--- config.mk ---
export PLATFORM = sky130hd
export DESIGN_NAME = crc16_frame_tx
export DESIGN_NICKNAME = d
export VERILOG_FILES = /design/src/rtl/crc16_frame_tx.sv
export SDC_FILE = /design/constraint.sdc
export NUM_CORES = 1
export LEC_CHECK = 0
export BUFFER_PORTS_ARGS = -buffer_cell sky130_fd_sc_hd__buf_2
export CAP_MARGIN = 20
export CORE_UTILIZATION = 35
export DETAILED_ROUTE_END_ITERATION = 8
export SYNTH_ARGS = -nofsm -noshare
export SYNTH_HDL_FRONTEND = slang
export SYNTH_SLANG_ARGS = --single-unit
--- constraint.sdc ---
create_clock -name i_clk -period 4.75 [get_ports i_clk]
set_input_delay 0.475 -clock i_clk [delete_from_list [all_inputs] [get_ports i_clk]]
set_output_delay 0.475 -clock i_clk [all_outputs]
set_load 0.01 [all_outputs]
--- src/rtl/crc16_frame_tx.sv ---
// Captures a data word, waits for the CRC16 engine's result for it, then transmits {data, crc}
// serially MSB first. The frame is dropped with a timeout pulse if the CRC never arrives.
module crc16_frame_tx #(
  parameter int TIMEOUT = 16
) (
  input  logic        i_clk,
  input  logic        i_rst_n,
  input  logic        i_din_valid,
  input  logic [15:0] i_din,
  input  logic        i_crc_valid,
  input  logic [15:0] i_crc,
  output logic        o_ready,
  output logic        o_tx_valid,
  output logic        o_tx_bit,
  output logic        o_tx_sof,
  output logic        o_tx_eof,
  output logic        o_err_timeout,
  output logic        o_overrun
);
  // state    | meaning
  // IDLE     | ready to accept a data word
  // WAIT_CRC | data word held, waiting for the CRC engine result
  // SHIFT    | transmitting {data, crc}, one bit per cycle, MSB first
  typedef enum logic [1:0] {IDLE, WAIT_CRC, SHIFT} state_t;

  localparam logic [7:0] TIMER_LAST = 8'(TIMEOUT - 1);

  state_t      state, state_nxt;
  logic [31:0] sr, sr_nxt;
  logic [7:0]  timer, timer_nxt;
  logic [4:0]  cnt, cnt_nxt;
  logic        err_nxt;

  always_ff @(posedge i_clk or negedge i_rst_n) begin
    if (!i_rst_n) begin
      state         <= IDLE;
      sr            <= '0;
      timer         <= '0;
      cnt           <= '0;
      o_ready       <= 1'b1;
      o_tx_valid    <= 1'b0;
      o_tx_bit      <= 1'b0;
      o_tx_sof      <= 1'b0;
      o_tx_eof      <= 1'b0;
      o_err_timeout <= 1'b0;
      o_overrun     <= 1'b0;
    end else begin
      state         <= state_nxt;
      sr            <= sr_nxt;
      timer         <= timer_nxt;
      cnt           <= cnt_nxt;
      // outputs are registered from the next-state values so they line up with the state
      o_ready       <= (state_nxt == IDLE);
      o_tx_valid    <= (state_nxt == SHIFT);
      o_tx_bit      <= (state_nxt == SHIFT) && sr_nxt[31];
      o_tx_sof      <= (state_nxt == SHIFT) && (cnt_nxt == 5'd0);
      o_tx_eof      <= (state_nxt == SHIFT) && (cnt_nxt == 5'd31);
      o_err_timeout <= err_nxt;
      o_overrun     <= i_din_valid && (state != IDLE);
    end
  end

  always_comb begin
    state_nxt = state;
    sr_nxt    = sr;
    timer_nxt = timer;
    cnt_nxt   = cnt;
    err_nxt   = 1'b0;
    unique case (state)
      IDLE: begin
        if (i_din_valid) begin
          sr_nxt[31:16] = i_din;
          timer_nxt     = '0;
          if (i_crc_valid) begin
            sr_nxt[15:0] = i_crc;
            cnt_nxt      = '0;
            state_nxt    = SHIFT;
          end else begin
            state_nxt = WAIT_CRC;
          end
        end
      end
      WAIT_CRC: begin
        // a CRC arriving on the timeout cycle still wins
        if (i_crc_valid) begin
          sr_nxt[15:0] = i_crc;
          cnt_nxt      = '0;
          state_nxt    = SHIFT;
        end else if (timer == TIMER_LAST) begin
          err_nxt   = 1'b1;
          state_nxt = IDLE;
        end else begin
          timer_nxt = timer + 8'd1;
        end
      end
      SHIFT: begin
        sr_nxt  = {sr[30:0], 1'b0};
        cnt_nxt = cnt + 5'd1;
        if (cnt == 5'd31) state_nxt = IDLE;
      end
      default: state_nxt = IDLE;
    endcase
  end

endmodule

# Yosys cells after proc, flatten, opt, wreduce, memory -nomap -nowiden

Cells that the tools add are included.

Flip-flop bits (word level): 54
Input bits: 36
Output and inout bits: 7
Logic and storage cells: 58

Add/sub/neg operators: 2
Eq/ne operators: 9
Muxes and demuxes: 20
Reductions and logical operators: 14

Operator list:

| operator                                       | number |
|---|---|
| one-hot mux 16 bit (3 select lines)            | 1 |
| 2-to-1 mux 32 bit                              | 1 |
| one-hot mux 16 bit (2 select lines)            | 1 |
| 2-to-1 mux 8 bit                               | 3 |
| 2-to-1 mux 16 bit                              | 1 |
| one-hot mux 8 bit (2 select lines)             | 1 |
| one-hot mux 5 bit (3 select lines)             | 1 |
| == test 5 bit (second input constant)          | 2 |
| 2-to-1 mux 2 bit                               | 5 |
| 2-to-1 mux 5 bit                               | 2 |
| adder 8 x 1 -> 8 bit (second input constant)   | 1 |
| == test 8 x 4 -> 1 bit (second input constant) | 1 |
| != test 2 bit (second input constant)          | 3 |
| one-hot mux 2 bit (3 select lines)             | 1 |
| nonzero test 2 bit                             | 3 |
| adder 5 x 1 -> 5 bit (second input constant)   | 1 |
| zero test 5 bit                                | 1 |
| == test 2 bit (second input constant)          | 2 |
| logical AND 1 bit                              | 4 |
| zero test 2 bit                                | 2 |
| AND reduction 2 bit                            | 2 |
| AND reduction 4 bit                            | 1 |
| 2-to-1 mux 1 bit                               | 3 |
| nonzero test 3 bit                             | 1 |
| == test 2 x 1 -> 1 bit (second input constant) | 1 |

# Depth between registers and ports, before layout

Depth after elaboration: 6
Gate-level depth with buffers: 10
Depth with buffers taken out: 8

# Worst setup path before layout

OpenSTA, ideal clock, no wires.

Path kind: reg2reg
Start: register cnt[0]
End: register o_tx_eof
Library setup time: 67 ps
Arrival: 1974 ps
Data required time: 4683 ps
Slack: 2709 ps
Cell stages (with the launch flop): 9
Clock period less this slack: 2041 ps
Path through: dfrtp_1 -> ha_1 -> and3_1 -> ha_1 -> nor2b_1 -> a21oi_1 -> a211oi_1 -> nand2b_4 -> and4bb_2

Cells in the longest elaborated chain, start to end: 5
Elaborated cells on any way between the ends: 10
Those cells by class: add/sub (1); eq/ne (3); mux (5); reduce/logical (1)

Ends and longest elaborated chain:

| item                               | RTL line | RTL |
|---|---|---|
| from (decl)                        | 31       | `logic [4:0] cnt, cnt_nxt;` |
| from (signal assigned)             | 51       | `cnt <= cnt_nxt;` |
| == test 5 bit                      | 99       | `if (cnt == 5'd31) state_nxt = IDLE;` |
| 2-to-1 mux 2 bit                   | 99       |  |
| one-hot mux 2 bit (3 select lines) | 69       | `unique case (state)` |
| net state_nxt[1]                   | 28       | `state_t state, state_nxt;` |
| == test 2 bit                      | 57       | `o_tx_eof <= (state_nxt == SHIFT) && (cnt_nxt == 5'd31);` |
| logical AND 1 bit                  | 57       |  |
| to (signal assigned)               | 57       |  |
| to (decl)                          | 16       | `output logic o_tx_eof,` |

The timed path passes the listed nets, and every way through them passes these cells.
A chain may end at the register's enable or synchronous reset.

# Worst setup path in the final report

Start: register state[0]
End: register o_tx_eof

Cells in the longest elaborated chain, start to end: 5
Elaborated cells on any way between the ends: 12
Those cells by class: eq/ne (4); mux (6); reduce/logical (2)

Ends and longest elaborated chain:

| item                               | RTL line | RTL |
|---|---|---|
| from (decl)                        | 28       |  |
| from (signal assigned)             | 48       | `state <= state_nxt;` |
| 2-to-1 mux 2 bit                   | 89       | `end else if (timer == TIMER_LAST) begin` |
| 2-to-1 mux 2 bit                   | 85       | `if (i_crc_valid) begin` |
| one-hot mux 2 bit (3 select lines) | 69       |  |
| == test 2 bit                      | 57       |  |
| logical AND 1 bit (*)              | 57       |  |

Mark *: on every way between the ends. The rest lies on a longest branch, timed or not.

==> flow_summary.toml <==
[placed_design]
place_congestion = 0.752
io_buffers = 42
place_area_um2 = 3120
hpwl_mm = 4.22

[timing]
fmax_ghz = 0.373
relSlewSlack = 0.289
period_minus_slack_ns = 2.68
worstMarginPinSlew_ns = 1.06
clock_skew_ns = 0.00702
hold_viol = 0
setup_viol_count_final = 0
rsz0062_at_grt = "false"
slew_violations = 0
fin_crit_sh = 0.565
tns_ns = 0

[grt]
grt_usage = 0.150
grt_pass1_vias = 2194
grt_overflow = 0
grt_antenna_before_repair = 0
grt_max_degree = 55
grt_first_pass_wirelength_mm = 10.3

[worst_setup_path]
r2r-start = "state[0]$_DFF_PN0_"
crit_required_ns = 5.00
critPathLaunchType = "flip-flop"
path_class = "flip-flop to flip-flop"
reg2reg_depth = 8
critPathMaxFanout = 21
slowest_delay_ns = 0.73
worst_setup_path_end_kind = "flip-flop"
regToRegEndpoint = "o_tx_eof$_DFF_PN0_"
cp_cell_sequence = "inv_1 > ha_1 > buf_4 > nor2b_1 > a21oi_1 > o32ai_1 > nand2_1 > and4bb_2"
arrival_ns = 2.93
cp_slowest_cell = "ha_1"
r2r_setup_slack_ns = 2.07

[yosys]
synth_seq_cells = 54
synth_seq_area_share = 0.476
ys_types = 49
synth_edf_count = 0
synth_top_area_frac = 0.467
ys_async_sr_fraction = 1.00
synth.cell_area_um2 = 2840
synth_area_leaders = "dfrtp_1 (47%), mux2i_1 (6.0%), a222oi_1 (5.3%)"
synthFlopType = "dfrtp_1"
synth_cells = 278
synth_warnings = 0
syn_nets = 322
synth_area_per_cell_um2 = 10.2
synth_top_cell_by_area = "dfrtp_1"

[clock_tree]
tritoncts = "yes"
ctsResizeCount = 0
insertion_delay_ns = 0.31
cts_sinks = 54
clk_pin_slew_worst_paths_ns = 0.10
cts_setup_buffers = 0
cts_buffers = 5
cts-root-buf = "clkbuf_8"
htree_levels = 2
hold_buffers = 0
cts_buffer_depth = 2

[run_status]
status = "finished, final reports clean"

[die]
ios = 43
num_rows = 32
initial_core_util = 0.364
core_um2 = 7810
fp.dieArea_um2 = 8480
dieHeight_um = 92.1
die_w_um = 92.1

[pwr]
ir_worst_vdd_uv = 252
power_mw = 1.74
cellPowerDensity_nw_per_um2 = 537
p_leak_nw = 1.54

[cells_and_area]
nets = 357
layout_commonest_cell = "dfrtp_1"
syn2layout_area_growth_pct = 14.0
ff_latch_area_um2 = 1350
fin_area_um2 = 3240
layout_common_cells = "dfrtp_1 (53), buf_2 (42), nand2_1 (26), inv_1 (24), mux2i_1 (17)"
layout-drive-gt1-share = 0.197
diodes = 0
multi_input_area_um2 = 1310
fillers = 785

[drt]
routed_wl_mm = 6.14
drtAntennaViolNets = 0
drt_pass1_iterations = 7
wl_per_cell_um = 14.8
drt-vias-per-instance = 5.51
first_iter_violations = 191
drc = 0
via_count = 2293

[job]
cap_violations = 0

[worst_hold_path]
hold_class = "input pin to async pin"
-- layer usage --
metal,up-vias,part of all wire,GRT usage
met3,5,0.031,0.0240
met4,0,0.0095,0.0365
met5,-,0,0
met2,40,0.48,0.249
met1,1141,0.48,0.204
li1,1107,-,-
-- registers in the layout, indices dropped and copies added (netlist names), 2 cells and up --
signal	count
cnt	5
state	2
sr	32
timer	8
-- where the power goes --
group / internal, mW / leakage, nW / total (mW) / switching [mW]
logic: 0.305 / 0.784 / 0.695 / 0.389
clock network: 0.157 / 0.0504 / 0.311 / 0.154
registers: 0.610 / 0.705 / 0.734 / 0.124
total: 1.07 / 1.54 / 1.74 / 0.667
-- cells by family (layout without fill, tap and decap cells) --
group                    after synthesis  in the layout  share of synthesized area
multiplexers                          18             18                     0.0639
XOR/XNOR                               3              3                    0.00925
AND/OR/NAND/NOR                       70             70                      0.132
adder cells (fa/ha/maj)                8              8                     0.0352
buffers and inverters                 43             79                     0.0626
AO/OA/AOI/OAI                         82             82                      0.221
flip-flops                            54             54                      0.476
-- cell usage after synthesis, types with 4 or more instances --
cell type	number
a21oi_1	10
a222oi_1	15
a22oi_1	15
buf_2	4
clkbuf_1	8
dfrtp_1	53
ha_1	8
inv_1	24
mux2i_1	17
nand2_1	26
nand2b_1	4
nand3_1	4
nor2_1	11
nor2b_1	4
o21ai_0	11
o221ai_1	15
-- cell type report --
class / count / share of cell area
clock buffer: 5 / 0.0213
clock inverter: 3 / 0.0139
inverter: 25 / 0.0290
multi-input combinational: 181 / 0.405
sequential: 54 / 0.418
tap: 102 / 0.0394
timing repair buffer: 46 / 0.0742
-- worst max path at each step --
stage | startpoint | endpoint | depth (start not counted)
floorplan | cnt[0]$_DFF_PN0_ | o_tx_eof$_DFF_PN0_ | 8
global placement | state[0]$_DFF_PN0_ | o_tx_eof$_DFF_PN0_ | 8
detailed placement | state[0]$_DFF_PN0_ | o_tx_eof$_DFF_PN0_ | 8
CTS | state[0]$_DFF_PN0_ | o_tx_eof$_DFF_PN0_ | 8
global route | state[0]$_DFF_PN0_ | o_tx_eof$_DFF_PN0_ | 8
finish | state[0]$_DFF_PN0_ | o_tx_eof$_DFF_PN0_ | 8
-- critical path, delay by kind of cell (launching register included) --
kind	cells	cell delay [ns]
AOI/OAI and AO/OA	2	0.33
DFF	1	0.43
buffers and inverters	2	0.49
adders and majority gates	1	0.73
and+or+nand+nor	3	0.64
-- metrics by stage --
step | hold slack [ns] | std cells | setup slack, ns | util
2_1_floorplan | 0.179 | 278 | 2.71 | -
3_3_place_gp | 0.468 | 408 | 2.12 | 0.400
3_5_place_dp | 0.481 | 408 | 2.04 | 0.400
4_1_cts | 0.304 | 416 | 2.02 | 0.415
5_1_grt | 0.336 | 416 | 1.83 | 0.415
6_report | 0.261 | 416 | 2.07 | 0.415
No activity file was read; power rests on OpenSTA's default activity.
